File: src/rtl/barrier_scheduler.sv
// Frame-paced barrier spawner/judge: drives one-hot lane enables, judges hit/pass, keeps score/lives.
// Optional macro BARRIER_DIFFICULTY_RAMP_EN shortens the spawn gap as the score grows.
module barrier_scheduler #(
    parameter int unsigned GAP_FRAMES   = 8,
    parameter int unsigned DWELL_FRAMES = 36,
    parameter int unsigned LIVES        = 3,
    parameter logic [15:0] LFSR_SEED    = 16'hACE1
) (
    input  logic        i_clk,
    input  logic        i_rst,
    input  logic        i_v_sync,
    input  logic        i_start,
    input  logic [1:0]  i_player_lane,
    input  logic [2:0]  i_in_position,
    output logic [2:0]  o_active,
    output logic [15:0] o_score,
    output logic [1:0]  o_lives,
    output logic        o_hit_pulse,
    output logic        o_pass_pulse,
    output logic        o_game_over
);
    typedef enum logic [1:0] {IDLE, SPAWN_WAIT, ACTIVE, GAME_OVER} state_t;

    localparam logic [7:0] GAP_W   = 8'(GAP_FRAMES);
    localparam logic [7:0] DWELL_W = 8'(DWELL_FRAMES);
    localparam logic [1:0] LIVES_W = 2'(LIVES);

    typedef struct packed {
        logic hit;
        logic pass;
    } judge_t;

    state_t      state_q, state_d;
    logic        v_sync_q, tick;
    logic [15:0] lfsr_q, lfsr_d;
    logic        fb;
    logic [7:0]  cnt_q, cnt_d, cnt_inc, gap_eff;
    logic [1:0]  lane_q, lane_d, lane_pick, player;
    logic        judged_q, judged_d;
    logic [15:0] score_d;
    logic [1:0]  lives_d;
    judge_t      judge_d;

    assign tick      = i_v_sync & ~v_sync_q;
    assign fb        = lfsr_q[15] ^ lfsr_q[13] ^ lfsr_q[12] ^ lfsr_q[10];
    assign lane_pick = (lfsr_q[1:0] == 2'd3) ? 2'd1 : lfsr_q[1:0];
    assign player    = (i_player_lane == 2'd3) ? 2'd1 : i_player_lane;
    assign cnt_inc   = cnt_q + 8'd1;

`ifdef BARRIER_DIFFICULTY_RAMP_EN
    // Gap shrinks by one frame per 4 points, floored at 2.
    logic [13:0] ramp_sub;
    assign ramp_sub = o_score[15:2];
    always_comb begin
        if ({2'b00, ramp_sub} + 16'd2 >= 16'(GAP_FRAMES))
            gap_eff = 8'd2;
        else
            gap_eff = GAP_W - ramp_sub[7:0];
    end
`else
    assign gap_eff = GAP_W;
`endif

    always_comb begin
        state_d  = state_q;
        lfsr_d   = lfsr_q;
        cnt_d    = cnt_q;
        lane_d   = lane_q;
        judged_d = judged_q;
        score_d  = o_score;
        lives_d  = o_lives;
        judge_d  = '0;

        if (tick && state_q != GAME_OVER)
            lfsr_d = {lfsr_q[14:0], fb};

        case (state_q)
            IDLE, GAME_OVER: begin
                if (i_start) begin
                    state_d = SPAWN_WAIT;
                    score_d = 16'd0;
                    lives_d = LIVES_W;
                    lfsr_d  = LFSR_SEED;
                    cnt_d   = 8'd0;
                end
            end
            SPAWN_WAIT: begin
                if (tick) begin
                    if (cnt_inc == gap_eff) begin
                        lane_d   = lane_pick;
                        cnt_d    = 8'd0;
                        judged_d = 1'b0;
                        state_d  = ACTIVE;
                    end else begin
                        cnt_d = cnt_inc;
                    end
                end
            end
            ACTIVE: begin
                if (tick) begin
                    if (cnt_inc == DWELL_W) begin
                        cnt_d   = 8'd0;
                        state_d = SPAWN_WAIT;
                    end else begin
                        cnt_d = cnt_inc;
                    end
                end
                // Judgement overrides a same-cycle dwell expiry when it ends the game.
                if (!judged_q && i_in_position[lane_q]) begin
                    judged_d = 1'b1;
                    if (player == lane_q) begin
                        judge_d.hit = 1'b1;
                        lives_d     = o_lives - 2'd1;
                        if (o_lives == 2'd1)
                            state_d = GAME_OVER;
                    end else begin
                        judge_d.pass = 1'b1;
                        if (o_score != 16'hFFFF)
                            score_d = o_score + 16'd1;
                    end
                end
            end
            default: state_d = IDLE;
        endcase
    end

    always_ff @(posedge i_clk or posedge i_rst) begin
        if (i_rst) begin
            state_q      <= IDLE;
            v_sync_q     <= 1'b0;
            lfsr_q       <= LFSR_SEED;
            cnt_q        <= 8'd0;
            lane_q       <= 2'd0;
            judged_q     <= 1'b0;
            o_active     <= 3'b000;
            o_score      <= 16'd0;
            o_lives      <= LIVES_W;
            o_hit_pulse  <= 1'b0;
            o_pass_pulse <= 1'b0;
            o_game_over  <= 1'b0;
        end else begin
            state_q      <= state_d;
            v_sync_q     <= i_v_sync;
            lfsr_q       <= lfsr_d;
            cnt_q        <= cnt_d;
            lane_q       <= lane_d;
            judged_q     <= judged_d;
            o_active     <= (state_d == ACTIVE) ? (3'b001 << lane_d) : 3'b000;
            o_score      <= score_d;
            o_lives      <= lives_d;
            o_hit_pulse  <= judge_d.hit;
            o_pass_pulse <= judge_d.pass;
            o_game_over  <= (state_d == GAME_OVER);
        end
    end
endmodule

File: config.mk
export PLATFORM = sky130hd
export DESIGN_NAME = barrier_scheduler
export DESIGN_NICKNAME = d
export VERILOG_FILES = /design/src/rtl/barrier_scheduler.sv
export SDC_FILE = /design/constraint.sdc
export NUM_CORES = 1
export LEC_CHECK = 0
export CORE_ASPECT_RATIO = 0.9
export CORE_MARGIN = 2
export CORE_UTILIZATION = 45
export DETAILED_ROUTE_END_ITERATION = 10
export PLACE_DENSITY = 0.7
export SLEW_MARGIN = 40
export SYNTH_ARGS = -nofsm -noshare
export SYNTH_HDL_FRONTEND = slang
export SYNTH_SLANG_ARGS = --single-unit
File: constraint.sdc
create_clock -name i_clk -period 2.84 [get_ports i_clk]
set_input_delay 0.284 -clock i_clk [delete_from_list [all_inputs] [get_ports i_clk]]
set_output_delay 0.284 -clock i_clk [all_outputs]
set_load 0.05 [all_outputs]
==> results.rst <==
.. list-table::
   :header-rows: 1

   * - Metric
     - Value
   * - Run status
     - finished, final reports clean
   * - Growth of design area from synthesis to finish
     - 18.74%
   * - Library cell contributing the largest single delay on the critical path
     - sky130_fd_sc_hd__or4_1
   * - Post-synthesis instance area
     - 2864 µm²
   * - Ys async rst share
     - 1.000
   * - Tot Pwr
     - 1.904 mW
   * - Number of buffer cells added on primary ports
     - 32
   * - Number of pins with negative max-slew slack in the final report
     - 0
   * - Crit end category
     - flip-flop
   * - N_diodes
     - 0
   * - Yosys reg bits
     - 54
   * - Max-cap violations
     - 0
   * - Post-layout nets
     - 361
   * - Total negative setup slack
     - 0 ns
   * - Maximum number of pins on one net before global-route repair
     - 30
   * - Y dimension of the die
     - 79.69 µm
   * - Final worst-path cycle share
     - 0.8711
   * - P_sw
     - 0.6031 mW
   * - Endpoint required time on the critical path
     - 3.09 ns
   * - Residual DRC
     - 0
   * - Total via count after detailed routing
     - 2366
   * - First-pass GRT wire length
     - 10540 µm
   * - Routability Congestion
     - 0.8353
   * - Amount of wire on met2 after detailed routing
     - 2836 µm
   * - Part of the power in the clock network
     - 0.283
   * - Clock Latency Late Sink
     - 0.32 ns
   * - Count of unique library cells instantiated by Yosys
     - 54
   * - Die outline area
     - 7019 µm²
   * - Count of clock tree sinks
     - 54
   * - Leakage
     - 1.391 nW
   * - Relative max-transition margin
     - 0.6109
   * - Overall track demand over capacity in global routing
     - 0.1907
   * - Peak supply drop
     - 0.3651 mV
   * - Gr ovfl total
     - 0
   * - Syn avg cell area
     - 9.179 µm²
   * - Cell chosen for the clock root
     - sky130_fd_sc_hd__clkbuf_8
   * - Final critical delay including setup and external delays
     - 2.474 ns
   * - Maximum clock path buffer count
     - 2
   * - Most frequent cells in the layout
     - 57 x sky130_fd_sc_hd__nand2_1, 44 x sky130_fd_sc_hd__dfrtp_1, 32 x sky130_fd_sc_hd__clkdlybuf4s50_1
   * - Peak clock frequency supported by timing
     - 404.2 MHz
   * - Total wire length
     - 6091 µm
   * - Arrival time at the worst endpoint
     - 2.72 ns
   * - Sw Ratio
     - 0.3167
   * - Critical path cell sequence
     - inv_1 -> ha_1 -> nand2_2 -> o21ai_4 -> a31oi_4 -> or4_1 -> a21oi_1
   * - Maximum fanout count along the critical path
     - 26
   * - H-tree levels
     - 2
   * - Row count
     - 27
   * - Number of buffers inserted to repair setup after CTS
     - 0
   * - Power density over the cells
     - 559.9 nW/µm²
   * - Remaining antenna violation count after routing
     - 0
   * - Post-Synthesis Cells
     - 312
   * - Ys flop type
     - sky130_fd_sc_hd__dfrtp_1
   * - Min-Delay Path Class
     - input pin to asynchronous set/reset pin
   * - Count of final hold-check violations
     - 0
   * - Startpoint type of the worst setup path
     - flip-flop
   * - Number of antenna violations at the first check in global routing
     - 0
   * - Transition at the pin with the smallest max-transition slack
     - 0.5837 ns
   * - Router iterations before antenna repair
     - 5
   * - Fill cell instance count of the final layout
     - 569
   * - Worst-case clock skew
     - 0.01437 ns
   * - Total nets after synthesis
     - 327
   * - Mean number of vias per cell
     - 5.452
   * - Number of warnings reported in the yosys synthesis log
     - 0
   * - HPWL after DPL
     - 4413 µm
   * - Wire length on met1
     - 2921 µm
   * - Count of flip-flops with a built-in enable after synthesis
     - 0
   * - Post-synthesis sequential area ratio
     - 0.4762
   * - Top-Level Pins
     - 33
   * - Start-to-end type of the worst setup path
     - flip-flop to flip-flop
   * - Unrepaired setup endpoints after global routing
     - false
   * - Clock Pin Slew Worst Setup and Hold Paths
     - 0.10 ns
   * - Core Footprint
     - 6148 µm²
   * - Final setup viols
     - 0
   * - Via count of the first global-routing pass
     - 2238
   * - DRT iter0 DRCs
     - 116
   * - Routed len/inst
     - 14.03 µm
   * - Internal power
     - 1.301 mW
   * - Sequential fraction of design power
     - 0.481
   * - Hold buffer count at cts
     - 0
   * - Most common cell after layout, fill and taps aside
     - sky130_fd_sc_hd__nand2_1
   * - Number of clock buffers inserted by TritonCTS
     - 5
   * - Worst path max stage delay
     - 0.54 ns
   * - Effective utilization at floorplan
     - 0.4658
   * - WL met3
     - 257 µm
   * - Part of the power in combinational logic
     - 0.236
   * - Uppermost routed layer
     - met4
   * - TritonCTS clock tree
     - done
   * - Cts repair resizes
     - 0
   * - Chip Width
     - 88.09 µm
   * - Fraction of final layout cells with drive strength greater than 1
     - 0.1153
synth_stat cells, types with 4 or more instances:
| cell type | count | share of area |
|---|---|---|
| sky130_fd_sc_hd__xor2_1 | 4 | 0.012 |
| sky130_fd_sc_hd__dfstp_2 | 10 | 0.092 |
| sky130_fd_sc_hd__a21oi_1 | 29 | 0.051 |
| sky130_fd_sc_hd__or3_1 | 8 | 0.017 |
| sky130_fd_sc_hd__nand4_1 | 5 | 0.011 |
| sky130_fd_sc_hd__and3_1 | 5 | 0.011 |
| sky130_fd_sc_hd__nand3_1 | 16 | 0.028 |
| sky130_fd_sc_hd__nand2_1 | 57 | 0.075 |
| sky130_fd_sc_hd__nor2_1 | 21 | 0.028 |
| sky130_fd_sc_hd__inv_1 | 13 | 0.017 |
| sky130_fd_sc_hd__or4_1 | 7 | 0.018 |
| sky130_fd_sc_hd__o21ai_0 | 22 | 0.038 |
| sky130_fd_sc_hd__dfrtp_1 | 44 | 0.38 |
| sky130_fd_sc_hd__ha_1 | 6 | 0.026 |
| sky130_fd_sc_hd__o31ai_1 | 5 | 0.013 |
registers in the layout, indices dropped and copies added (netlist names), 2 cells and up:
signal and flops:
lane_q 2, o_active 3, cnt_q 8, state_q 2
o_lives 2, o_score 16, lfsr_q 16
path summary, 6_finish.rpt:
kind,start,endpoint,slack (ns),cells past startpoint
max reg2reg,state_q[0]$_DFF_PP0_,o_score[13]$_DFFE_PP0P_,0.37,7
min in group i_clk,i_v_sync,v_sync_q$_DFF_PP0_,0.47,1
min reg2reg,lfsr_q[6]$_DFF_PP1_,lfsr_q[7]$_DFF_PP1_,0.49,2
max,state_q[0]$_DFF_PP0_,o_score[13]$_DFFE_PP0P_,0.37,7
max in group asynchronous,i_rst,lfsr_q[5]$_DFF_PP1_,1.88,3
min,i_rst,o_score[8]$_DFFE_PP0P_,0.33,2
cell families after synthesis:
group                    after synthesis  share of synthesized area
XOR/XNOR                               6                    0.01835
AND/OR/NAND/NOR                      141                     0.2477
multiplexers                           2                   0.006990
flip-flops                            54                     0.4762
AO/OA/AOI/OAI                         80                     0.1883
adder cells (fa/ha/maj)                6                    0.02621
buffers and inverters                 23                    0.03626
cell type report:
| cell class | count | area [µm²] | area share |
|---|---|---|---|
| multi-input combinational | 235 | 1396 | 0.4106 |
| clock inverter | 1 | 30.03 | 0.008830 |
| timing repair buffer | 36 | 362.8 | 0.1067 |
| sequential | 54 | 1364 | 0.4010 |
| clock buffer | 7 | 86.33 | 0.02539 |
| tap | 87 | 108.9 | 0.03201 |
| inverter | 14 | 52.55 | 0.01545 |
critical path, delay by kind of cell, from the launching register on:
family                   cells  cell delay, ns
AND/OR/NAND/NOR              2            0.80
flip-flops                   1            0.44
adder cells (fa/ha/maj)      1            0.51
AO/OA/AOI/OAI                3            0.59
buffers and inverters        1            0.07
metal layers:
| layer | vias up | GRT usage |
|---|---|---|
| met5 | - | 0 |
| li1 | 1178 | - |
| met2 | 52 | 0.3053 |
| met4 | 0 | 0.05303 |
| met3 | 10 | 0.03826 |
| met1 | 1126 | 0.2635 |
stage by stage:
stage | hold slack (ns) | area (µm²) | instances | setup WS, ns | utilization
after floorplan | 0.3154 | 2864 | 312 | 0.6540 | -
after global placement | 0.4705 | 3284 | 426 | 0.4870 | 0.5342
after detailed placement | 0.4774 | 3284 | 426 | 0.3956 | 0.5342
after CTS | 0.3554 | 3401 | 434 | 0.3641 | 0.5531
after global routing | 0.3648 | 3401 | 434 | 0.2345 | 0.5531
final | 0.3312 | 3401 | 434 | 0.3661 | 0.5531
power by group through the flow:
stage,clock network [mW],logic (mW),registers [mW]
3_5_place_dp,0,0.451,0.929
4_1_cts,0.554,0.453,0.915
6_report,0.539,0.449,0.916
2_1_floorplan,0,0.356,0.915
5_1_grt,0.589,0.500,0.926
3_3_place_gp,0,0.439,0.928
Power figures use the tool's default switching activity.
